## config.mk

```make
export PLATFORM = sky130hd
export DESIGN_NAME = round_controller
export DESIGN_NICKNAME = d
export VERILOG_FILES = /design/src/rtl/round_controller.sv
export SDC_FILE = /design/constraint.sdc
export NUM_CORES = 1
export LEC_CHECK = 0
export ABC_AREA = 1
export BUFFER_PORTS_ARGS = -buffer_cell sky130_fd_sc_hd__buf_2
export CAP_MARGIN = 20
export CORE_MARGIN = 8
export CORE_UTILIZATION = 47
export CTS_BUF_LIST = sky130_fd_sc_hd__clkbuf_16
export DETAILED_ROUTE_END_ITERATION = 6
export PLACE_DENSITY = 0.91
export SETUP_SLACK_MARGIN = 0.2
export SKIP_LAST_GASP = 1
export SLEW_MARGIN = 20
export SYNTH_ARGS = -nofsm -noshare
export SYNTH_HDL_FRONTEND = slang
export SYNTH_SLANG_ARGS = --single-unit
```

## constraint.sdc

```tcl
create_clock -name clock -period 2.14 [get_ports clock]
set_clock_uncertainty 0.15 [all_clocks]
set_input_delay 0.214 -clock clock [delete_from_list [all_inputs] [get_ports clock]]
set_output_delay 0.214 -clock clock [all_outputs]
set_load 0.02 [all_outputs]
```

## src/rtl/round_controller.sv

```systemverilog
// round_controller: game-round sequencer driving a countdown timer's go/restart
// inputs, latching the final score and flagging low time.
`default_nettype none

module round_controller #(
  parameter int          SETTLE_CYCLES  = 2,
  parameter logic [7:0]  WARN_THRESHOLD = 8'd30,
  parameter int          SCORE_WIDTH    = 10
) (
  input  logic                   clock,
  input  logic                   reset_n,
  input  logic                   start,
  input  logic                   pause,
  input  logic [7:0]             time_left,
  input  logic [SCORE_WIDTH-1:0] score,
  output logic                   timer_go,
  output logic                   restart,
  output logic [2:0]             state,
  output logic                   round_over,
  output logic                   low_time,
  output logic [SCORE_WIDTH-1:0] final_score
);

  localparam logic [2:0] S_IDLE      = 3'd0;
  localparam logic [2:0] S_LOADING   = 3'd1;
  localparam logic [2:0] S_RUNNING   = 3'd2;
  localparam logic [2:0] S_PAUSED    = 3'd3;
  localparam logic [2:0] S_GAME_OVER = 3'd4;

  localparam int          c_CW     = (SETTLE_CYCLES < 1) ? 1 : $clog2(SETTLE_CYCLES + 1);
  localparam logic [c_CW-1:0] c_SETTLE = c_CW'(SETTLE_CYCLES);

  logic [2:0]             r_state;
  logic [c_CW-1:0]        r_cnt;
  logic                   r_timer_go;
  logic                   r_restart;
  logic                   r_round_over;
  logic                   r_low_time;
  logic [SCORE_WIDTH-1:0] r_final_score;

  logic [2:0] w_next;
  logic       w_load;
  logic       w_over;
  logic       w_bad;
  logic       w_low;

  always_comb begin
    w_next = r_state;
    w_load = 1'b0;
    w_over = 1'b0;
    w_bad  = 1'b0;
    case (r_state)
      S_IDLE: begin
        if (start) begin
          w_next = S_LOADING;
          w_load = 1'b1;
        end
      end
      S_LOADING: begin
        if (r_cnt == c_SETTLE) w_next = S_RUNNING;
      end
      S_RUNNING: begin
        // Timer expiry outranks a coincident pause.
        if (time_left == 8'd0) begin
          w_next = S_GAME_OVER;
          w_over = 1'b1;
        end else if (pause) begin
          w_next = S_PAUSED;
        end
      end
      S_PAUSED: begin
        if (start) begin
          w_next = S_LOADING;
          w_load = 1'b1;
        end else if (pause) begin
          w_next = S_RUNNING;
        end
      end
      S_GAME_OVER: begin
        if (start) begin
          w_next = S_LOADING;
          w_load = 1'b1;
        end
      end
      default: begin
        w_next = S_IDLE;
        w_bad  = 1'b1;
      end
    endcase
  end

  // Warning follows the state being entered so it is clear in LOADING/GAME_OVER.
  assign w_low = ((w_next == S_RUNNING) || (w_next == S_PAUSED)) &&
                 (time_left != 8'd0) && (time_left <= WARN_THRESHOLD);

  always_ff @(posedge clock) begin
    if (!reset_n || w_bad) begin
      r_state       <= S_IDLE;
      r_cnt         <= '0;
      r_timer_go    <= 1'b0;
      r_restart     <= 1'b0;
      r_round_over  <= 1'b0;
      r_low_time    <= 1'b0;
      r_final_score <= '0;
    end else begin
      r_state      <= w_next;
      r_timer_go   <= (w_next == S_RUNNING);
      r_restart    <= w_load;
      r_round_over <= w_over;
      r_low_time   <= w_low;
      if (w_over) r_final_score <= score;
      if (w_load) r_cnt <= '0;
      else if (r_state == S_LOADING) r_cnt <= r_cnt + c_CW'(1);
    end
  end

  assign state       = r_state;
  assign timer_go    = r_timer_go;
  assign restart     = r_restart;
  assign round_over  = r_round_over;
  assign low_time    = r_low_time;
  assign final_score = r_final_score;

endmodule

`default_nettype wire
```

==> flow_summary.json, run 1 <==
{
  "cts_tree": "done",
  "final_util_pct": 65.9,
  "cp_data_arrival_time_ns": 1.58,
  "ys_seq_elements": 19,
  "startpoint": "state[2]",
  "final_cell_mix": "38 x buf_2, 33 x nor2_1, 21 x nand2_1, 19 x dfxtp_1, 12 x inv_1",
  "cts_buffers": 3,
  "cpMaxStageDelayCell": "dfxtp_1",
  "grt_use_total_pct": 14.3,
  "root_buffer": "clkbuf_16",
  "critPathCaptureType": "flip-flop",
  "layout-drive-gt1-share_pct": 38.4,
  "post-route-period-util_pct": 74.1,
  "initial_core_util_pct": 50.0,
  "setup_viol": 0,
  "mostFrequentLayoutCell": "buf_2",
  "fmax_mhz": 631,
  "syn_inst": 119,
  "post_cts_resized": 0,
  "die_height_um": 59.1,
  "clkTransAtPathRegs_ns": 0.05,
  "viasPerCell": 4.74,
  "crit_type": "reg2reg",
  "cp.required_ns": 2.13,
  "port_buffers": 38,
  "post_cts_buffers": 0,
  "holdWs_ns": 0.0490,
  "syn-num-nets": 142,
  "clk_path_buf_depth": 2,
  "globalplace.congestion": 0.883,
  "drtIter0Drc": 20,
  "overflow": 0,
  "hold_class": "in2reg",
  "ant_nets": 0,
  "dp_hpwl_um": 1720,
  "worst_pin_slew_ns": 0.377,
  "antenna_cells": 0,
  "vias": 873,
  "grt_pass1_wl_um": 3760,
  "syn_to_final_growth_pct": 31.9,
  "num_rows": 15,
  "yosys_warnings": 0,
  "crit_path_start_kind": "flip-flop",
  "placed_area_um2": 1070,
  "synth-seq-area-share_pct": 43.6,
  "r2r-start": "state[2]",
  "synth_area_um2": 872,
  "drtPass1Iterations": 4,
  "slew-limit-headroom_pct": 74.8,
  "grt_pass1_vias": 900,
  "p_leak_nw": 0.579,
  "drt-total-wl_um": 2210,
  "syn_area_per_cell_um2": 7.33,
  "cpPeakStageDelay_ns": 0.41,
  "r2r_cells": 7,
  "grt_max_degree": 15,
  "ff2ff_setup_slack_ns": 0.55,
  "nets": 183,
  "drc": 0,
  "tns_ns": 0,
  "yosysUniqueCellTypes": 17,
  "die_w_um": 59.1,
  "cap_violations": 0,
  "pwr_density_cell_nw_per_um2": 700,
  "worst-path-max-fanout": 14,
  "status": "finished, final reports clean",
  "final_max_slew_viol_count": 0,
  "io_pins": 39,
  "insertion_delay_ns": 0.25,
  "core_um2": 1750,
  "hold_viol_final": 0,
  "cts-htree-levels": 1,
  "fin_crit_ns": 1.59,
  "dieArea_um2": 3490,
  "r2r_end": "final_score[3]",
  "clock-sinks": 19,
  "path_cells": "inv_2, nand2_1, nor2_2, nand2_2, inv_2, nor2_1, nor2_1",
  "rsz0062_at_grt": "false",
  "routedWlPerCell_um": 12.0,
  "antenna_found_initial": 0,
  "cts_hold_buf": 0,
  "design_area_um2": 1150,
  "peakVddDrop_mv": 0.637,
  "worstSetupEndpoint": "final_score[3]"
}
final cells by class:
cell class,count,area (um^2)
Tap cell,25,31.3
Multi-Input combinational cell,82,409
Timing Repair Buffer,38,190
Sequential cell,19,380
Inverter,16,60.1
Clock buffer,3,75.1
Clock inverter,1,3.75
Fill cell,149,596
cell families (layout without fill, tap and decap cells):
family          Yosys count  count (layout)  synth area share [%]
flops                    19              19                  43.6
compound gates           17              17                  15.4
buf+inv                  18              58                  9.47
simple gates             64              64                  30.1
fa+ha+maj                 1               1                  1.43
critical path: cells and delay by family, from the launching register on:
kind | cells | cell delay, ns
buffers and inverters | 2 | 0.26
flip-flops | 1 | 0.41
AND/OR/NAND/NOR | 5 | 0.65
metal layers:
layer	up-vias	share of wire, %	GRT usage (%)
li1	449	-	-
met1	389	36	12.6
met2	28	54	26.2
met3	7	7.6	6.29
met4	0	2.2	8.19
met5	-	0	0
flip-flops by register name (all words and copies together) (netlist names):
signal / count
final_score: 10
round_over: 1
r_cnt: 2
timer_go: 1
state: 3
restart: 1
low_time: 1
report_power, final:
group / leakage (nW) / switching [mW] / internal, mW
Combinational: 0.383 / 0.0442 / 0.0308
Sequential: 0.154 / 0.00319 / 0.359
Clock: 0.0423 / 0.120 / 0.248
synth_stat cells:
master / count / area [um^2]
a21oi_1: 5 / 25.0
buf_6: 2 / 22.5
dfxtp_1: 19 / 380
ha_1: 1 / 12.5
inv_1: 11 / 41.3
inv_2: 5 / 18.8
nand2_1: 21 / 78.8
nand2_2: 1 / 6.26
nand3_1: 4 / 20.0
nor2_1: 33 / 124
nor2_2: 2 / 12.5
nor3_1: 1 / 5.00
nor3_2: 1 / 10.0
o21ai_1: 1 / 5.00
o21ai_2: 10 / 87.6
o21ai_4: 1 / 16.3
or2_0: 1 / 6.26
how the worst min path moves through the flow:
stage                         from             end  slack [ns]  cells past startpoint
final                     score[8]  final_score[8]        0.05                      3
after global routing      score[4]  final_score[4]        0.08                      3
after CTS                 score[8]  final_score[8]        0.05                      3
after detailed placement  score[8]  final_score[8]        0.31                      3
after global placement    score[6]  final_score[6]        0.30                      3
after floorplan           score[0]  final_score[0]        0.20                      2
metrics by stage:
step	instances	setup WS, ns	power [mW]
5_1_grt	184	0.403	0.840
4_1_cts	184	0.555	0.814
3_3_place_gp	180	0.670	0.440
6_report	184	0.555	0.805
3_5_place_dp	180	0.570	0.443
2_1_floorplan	119	0.718	0.413
No activity file was read; power rests on OpenSTA's default activity.
==> run 2: changes to the inputs <==
--- a/config.mk
+++ b/config.mk
@@ -9,10 +9,10 @@
 export BUFFER_PORTS_ARGS = -buffer_cell sky130_fd_sc_hd__buf_2
 export CAP_MARGIN = 20
 export CORE_MARGIN = 8
-export CORE_UTILIZATION = 47
+export CORE_UTILIZATION = 45
 export CTS_BUF_LIST = sky130_fd_sc_hd__clkbuf_16
 export DETAILED_ROUTE_END_ITERATION = 6
-export PLACE_DENSITY = 0.91
+export PLACE_DENSITY = 0.88
 export SETUP_SLACK_MARGIN = 0.2
 export SKIP_LAST_GASP = 1
 export SLEW_MARGIN = 20
==> constraint.sdc (replaced) <==
create_clock -name clock -period 1.5 [get_ports clock]
set_clock_uncertainty 0.15 [all_clocks]
set_input_delay 0.15 -clock clock [delete_from_list [all_inputs] [get_ports clock]]
set_output_delay 0.15 -clock clock [all_outputs]
set_load 0.02 [all_outputs]
==> run 2 against run 1 <==
Against the previous run: global-route usage down 0.67 points; hold slack lost 0.048 ns; cell count increased by 6.0%; sequential power up 42%; core utilization grew 2.1 points; clock power is 45% higher; first-iteration DRC count grew 5.0%; routed wire length is 12% higher; non-clock buffer count grew 9; critical path type unchanged.
==> flow_summary.json, run 2 (synthesis gave the netlist of run 1 again) <==
{
  "status": "finished, final reports clean",
  "peakVddDrop_mv": 0.779,
  "stdcell_count": 195,
  "dp_hpwl_um": 1890,
  "dieArea_um2": 3600,
  "final_max_slew_viol_count": 0,
  "cp.required_ns": 1.53,
  "port_buffers": 38,
  "place_inst": 185,
  "clk_path_buf_depth": 2,
  "slew-limit-headroom_pct": 86.4,
  "die_height_um": 60.0,
  "switching_share_pct": 21.8,
  "nFillCells": 164,
  "tns_ns": 0,
  "grt_use_total_pct": 13.6,
  "worst_pin_slew_ns": 0.204,
  "mostFrequentLayoutCell": "buf_2",
  "crit_path_start_kind": "flip-flop",
  "routedWlPerCell_um": 12.7,
  "io_pins": 39,
  "antenna_cells": 0,
  "switchingPower_mw": 0.256,
  "num_rows": 16,
  "fmax_mhz": 771,
  "p_int_mw": 0.920,
  "final_util_pct": 68.0,
  "die_w_um": 60.0,
  "hold_class": "in2reg",
  "finalPower_mw": 1.18,
  "grt_pass1_wl_um": 3730,
  "cp_data_arrival_time_ns": 1.33,
  "core_um2": 1900,
  "cap_violations": 0,
  "cts_tree": "done",
  "hold_viol_final": 0,
  "grt_pass1_vias": 913,
  "largest_reg_flops": 10,
  "vias": 915,
  "pwr-share-seq_pct": 43.7,
  "syn_to_final_growth_pct": 48.2,
  "ant_nets": 0,
  "grt_max_degree": 13,
  "nets": 192,
  "setup_viol": 0,
  "viasPerCell": 4.69,
  "initial_core_util_pct": 45.9,
  "final_cell_mix": "38 x buf_2, 32 x nor2_1, 18 x nand2_1, 16 x dfxtp_1, 11 x inv_1",
  "layout-drive-gt1-share_pct": 45.8,
  "root_buffer": "clkbuf_16",
  "worst-path-max-fanout": 3,
  "globalplace.congestion": 0.860,
  "drc": 0,
  "regArea_um2": 392,
  "p_leak_nw": 0.640,
  "rsz0062_at_grt": "true",
  "cts-htree-levels": 1,
  "fin_crit_ns": 1.30,
  "drtIter0Drc": 21,
  "share_comb_of_total_power_pct": 10.9,
  "overflow": 0,
  "crit_type": "reg2reg",
  "multiInputGateArea_um2": 443,
  "pwr_density_cell_nw_per_um2": 910,
  "insertion_delay_ns": 0.25,
  "cts_buffers": 3,
  "drt-total-wl_um": 2490,
  "drtPass1Iterations": 4,
  "critPathCaptureType": "flip-flop",
  "post-route-period-util_pct": 86.4,
  "clock-sinks": 19,
  "clkTransAtPathRegs_ns": 0.05,
  "antenna_found_initial": 0,
  "p_clk_share_pct": 45.4
}
==> run 2: power groups by stage <==
stage	logic (mW)	clock network (mW)	registers (mW)
2_1_floorplan	0.0567	0	0.530
3_3_place_gp	0.104	0	0.525
3_5_place_dp	0.110	0	0.525
4_1_cts	0.117	0.545	0.512
5_1_grt	0.141	0.571	0.514
6_report	0.128	0.534	0.514
==> run 2: layout make-up <==
cell class | count | area share, %
sequential | 19 | 30.3
tap | 27 | 2.61
clock inverter | 1 | 0.387
clock buffer | 3 | 5.81
inverter | 16 | 5.23
multi-input combinational | 82 | 34.3
timing repair buffer | 47 | 21.4
==> run 2: timing repair <==
item	4_1_cts	5_1_grt
gates resized for setup	7	9
setup endpoints to repair	15	17
hold buffers	2	1
setup buffers	3	0
hold endpoints to repair	2	1
pin swaps	1	3
==> run 2: worst paths after layout <==
| kind | startpoint | endpoint | slack (ns) | cells past startpoint |
|---|---|---|---|---|
| setup / recovery | state[2] | timer_go | 0.20 | 8 |
| hold / removal | score[4] | final_score[4] | 0.0007 | 3 |
| setup reg to reg | state[2] | timer_go | 0.20 | 8 |
| hold reg to reg | r_cnt[1] | r_cnt[1] | 0.32 | 2 |
==> run 2: critical path, stage by stage, from the launching register on <==
cell and delay (ns):
dfxtp_4 0.38, inv_4 0.04, nand3_1 0.13, inv_1 0.09, nand2_1 0.07, nand2_1 0.06
nor2_2 0.12, nand3_1 0.09, nor2_1 0.10
==> run 2: metal layers <==
| metal | vias to the layer above | track usage [%] | wire length [um] | share of wire, % |
|---|---|---|---|---|
| met5 | - | 0 | 0 | 0 |
| met4 | 0 | 5.10 | 59 | 2.4 |
| met3 | 6 | 4.09 | 235 | 9.5 |
| met2 | 43 | 25.4 | 1280 | 52 |
| met1 | 401 | 13.7 | 909 | 37 |
| li1 | 465 | - | - | - |
==> run 2: metrics by stage <==
step	hold slack [ns]	cell area (um^2)	setup slack, ns
6_report	0.000741	1290	0.203
5_1_grt	0.00567	1290	0.139
4_1_cts	0.000578	1250	0.194
3_5_place_dp	0.244	1100	0.134
3_3_place_gp	0.237	1100	0.199
2_1_floorplan	0.135	881	0.204
==> run 3: changes to the inputs <==
==> config.mk (replaced) <==
export PLATFORM = sky130hd
export DESIGN_NAME = round_controller
export DESIGN_NICKNAME = d
export VERILOG_FILES = /design/src/rtl/round_controller.sv
export SDC_FILE = /design/constraint.sdc
export NUM_CORES = 1
export LEC_CHECK = 0
export BUFFER_PORTS_ARGS = -buffer_cell sky130_fd_sc_hd__buf_2
export CAP_MARGIN = 20
export CORE_UTILIZATION = 44
export CTS_BUF_LIST = sky130_fd_sc_hd__clkbuf_16
export DETAILED_ROUTE_END_ITERATION = 6
export PLACE_DENSITY = 0.88
export SETUP_SLACK_MARGIN = 0.2
export SKIP_LAST_GASP = 1
export SYNTH_ARGS = -nofsm -noshare
export SYNTH_HDL_FRONTEND = slang
export SYNTH_SLANG_ARGS = --single-unit
==> run 3 against run 2 <==
Against the previous run: the flow now finishes with violations (negative setup slack); count of clock-buffer cells in the layout unchanged; core utilization rose by 8.5 points; global-route usage grew 11 points; hold slack improved by 0.0054 ns; clock power barely moved; register-to-register slack worse by 0.21 ns; first-iteration DRC count is 76% lower; critical endpoint is now final_score[9]; highest routed layer unchanged.
==> flow_summary.json, run 3 <==
{
  "regArea_um2": 385,
  "grt_pass1_wl_um": 3540,
  "cts_buffers": 3,
  "yosysUniqueCellTypes": 28,
  "nets": 163,
  "die_height_um": 45.0,
  "slew-limit-headroom_pct": 77.2,
  "drtIter0Drc": 5,
  "finalPower_mw": 1.22,
  "share_comb_of_total_power_pct": 13.4,
  "hold_class": "in2reg",
  "cp.required_ns": 1.49,
  "rsz0062_at_grt": "true",
  "grt_pass1_vias": 823,
  "synth_commonest_cells": "19 x dfxtp_1, 16 x nor2_1, 11 x mux2i_1",
  "switchingPower_mw": 0.262,
  "synth-edff-count": 0,
  "dieArea_um2": 2020,
  "synth-seq-area-share_pct": 46.8,
  "critical_path.top_delay_family": "simple AND/OR/NAND/NOR gates",
  "peakVddDrop_mv": 0.842,
  "cp.depth": 5,
  "io_pins": 39,
  "p_leak_nw": 0.604,
  "clkTransAtPathRegs_ns": 0.05,
  "violations": "negative setup slack",
  "multiInputGateArea_um2": 473,
  "globalplace.congestion": 0.783,
  "clock-sinks": 19,
  "grt_max_degree": 13,
  "synth_top_area_cell": "dfxtp_1",
  "final_cell_mix": "37 x buf_2, 15 x nor2_1, 15 x dfxtp_1, 11 x mux2i_1, 8 x buf_4",
  "pwr-share-seq_pct": 42.9,
  "synth_area_leaders": "dfxtp_1 47%, mux2i_1 14%, nor2_1 7.4%",
  "syn_to_final_growth_pct": 62.3,
  "path_cells": "buf_6, or4_4, and4bb_4, mux2i_1, nor2_1",
  "antenna_found_initial": 0,
  "crit_type": "in2reg",
  "critPathCaptureType": "flip-flop",
  "num_rows": 15,
  "drtPass1Iterations": 3,
  "critical_path_buf_inv_count": 1,
  "worst-path-max-fanout": 6,
  "grt_use_total_pct": 24.2,
  "worstHoldPathCells": 3,
  "cpPeakStageDelay_ns": 0.55,
  "initial_core_util_pct": 47.1,
  "synth_top_area_share_pct": 46.8,
  "p_clk_share_pct": 43.8,
  "yosys_warnings": 0,
  "final_max_slew_viol_count": 0,
  "port_buffers": 38,
  "die_w_um": 45.0,
  "viasPerCell": 4.95,
  "vias": 812,
  "routedWlPerCell_um": 13.2,
  "fin_ws_ns": -0.0215,
  "ant_nets": 0,
  "drt-total-wl_um": 2170,
  "synth_area_um2": 813,
  "hold_viol_final": 0,
  "switching_share_pct": 21.4,
  "cp_data_arrival_time_ns": 1.51,
  "async_reset_ff_share_pct": 0,
  "largest_reg_flops": 10,
  "fin_crit_ns": 1.52,
  "r2r_cells": 4,
  "place_inst": 150,
  "layout-drive-gt1-share_pct": 51.1,
  "clk_path_buf_depth": 2,
  "design_area_um2": 1320,
  "antenna_cells": 0,
  "yosysMostFrequentCell": "dfxtp_1",
  "status": "finished, violations left",
  "placed_area_um2": 1070,
  "stdcell_count": 164,
  "ys_seq_elements": 19,
  "post-route-period-util_pct": 101,
  "syn_area_per_cell_um2": 9.80,
  "root_buffer": "clkbuf_16",
  "setup_viol": 3,
  "cts-htree-levels": 1,
  "crit_path_start_kind": "primary input",
  "nFillCells": 114,
  "insertion_delay_ns": 0.25,
  "tns_ns": -0.0358,
  "drc": 0,
  "fmax_mhz": 657,
  "synth_flop_cell": "dfxtp_1",
  "overflow": 0,
  "syn-num-nets": 106,
  "dp_hpwl_um": 1420,
  "p_int_mw": 0.959,
  "cpMaxStageDelayCell": "or4_4",
  "cts_tree": "done",
  "pwr_density_cell_nw_per_um2": 925,
  "worst_pin_slew_ns": 0.340,
  "syn_inst": 83,
  "mostFrequentLayoutCell": "buf_2",
  "core_um2": 1730,
  "final_util_pct": 76.4,
  "cap_violations": 0
}
==> run 3: worst register-to-register path: stages, from the launching register on <==
cell and delay (ns):
dfxtp_2 0.33, nor3b_4 0.25, and4bb_4 0.36, mux2i_1 0.24
nor2_1 0.06
==> run 3: routing by layer <==
| layer | wire [um] | up-vias | global-route usage [%] | share of wire [%] |
|---|---|---|---|---|
| met5 | 0 | - | 0 | 0 |
| met4 | 18 | 0 | 9.70 | 0.83 |
| met3 | 93 | 2 | 6.80 | 4.3 |
| met2 | 1190 | 25 | 43.8 | 55 |
| met1 | 865 | 381 | 26.4 | 40 |
| li1 | - | 404 | - | - |
==> run 3: area by class of cell <==
class | instances | area share, %
multi-input combinational | 59 | 35.8
timing repair buffer | 54 | 25.7
sequential | 19 | 29.2
tap | 25 | 2.37
clock inverter | 1 | 0.379
clock buffer | 3 | 5.69
inverter | 3 | 0.853
==> run 3: repair_timing <==
item / CTS / global route
gates cloned: 1 / 0
gates resized for setup: 5 / 12
setup buffers: 0 / 3
pin swaps: 5 / 8
endpoints found under the setup margin: 18 / 18
hold endpoints to repair: 6 / 0
hold buffers: 6 / 0
==> run 3: final timing paths <==
check / from / to / slack, ns
setup / recovery: time_left[1] / final_score[9] / -0.02
hold / removal: score[5] / final_score[5] / 0.006
setup reg to reg: state[0] / final_score[9] / -0.01
hold reg to reg: final_score[6] / final_score[6] / 0.34
==> run 3: through the flow <==
stage | hold slack (ns) | worst slack (ns)
after floorplan | 0.146 | -0.154
after global routing | 0.00584 | -0.0774
final | 0.00612 | -0.0215
after global placement | 0.231 | -0.262
after CTS | 0.00382 | -0.0375
after detailed placement | 0.245 | -0.311
==> run 3: power by group through the flow <==
stage               sequential [mW]  clock, mW  combinational, mW
floorplan                     0.543          0             0.0535
global placement              0.532          0              0.115
detailed placement            0.533          0              0.122
CTS                           0.522      0.546              0.145
global route                  0.523      0.571              0.177
finish                        0.523      0.534              0.163
==> run 3: cells by family after synthesis <==
kind of cell / share of synthesized area [%]
simple gates: 22.9
flops: 46.8
compound gates: 9.38
mux: 13.5
buf+inv: 4.77
xor+xnor: 1.08
fa+ha+maj: 1.54
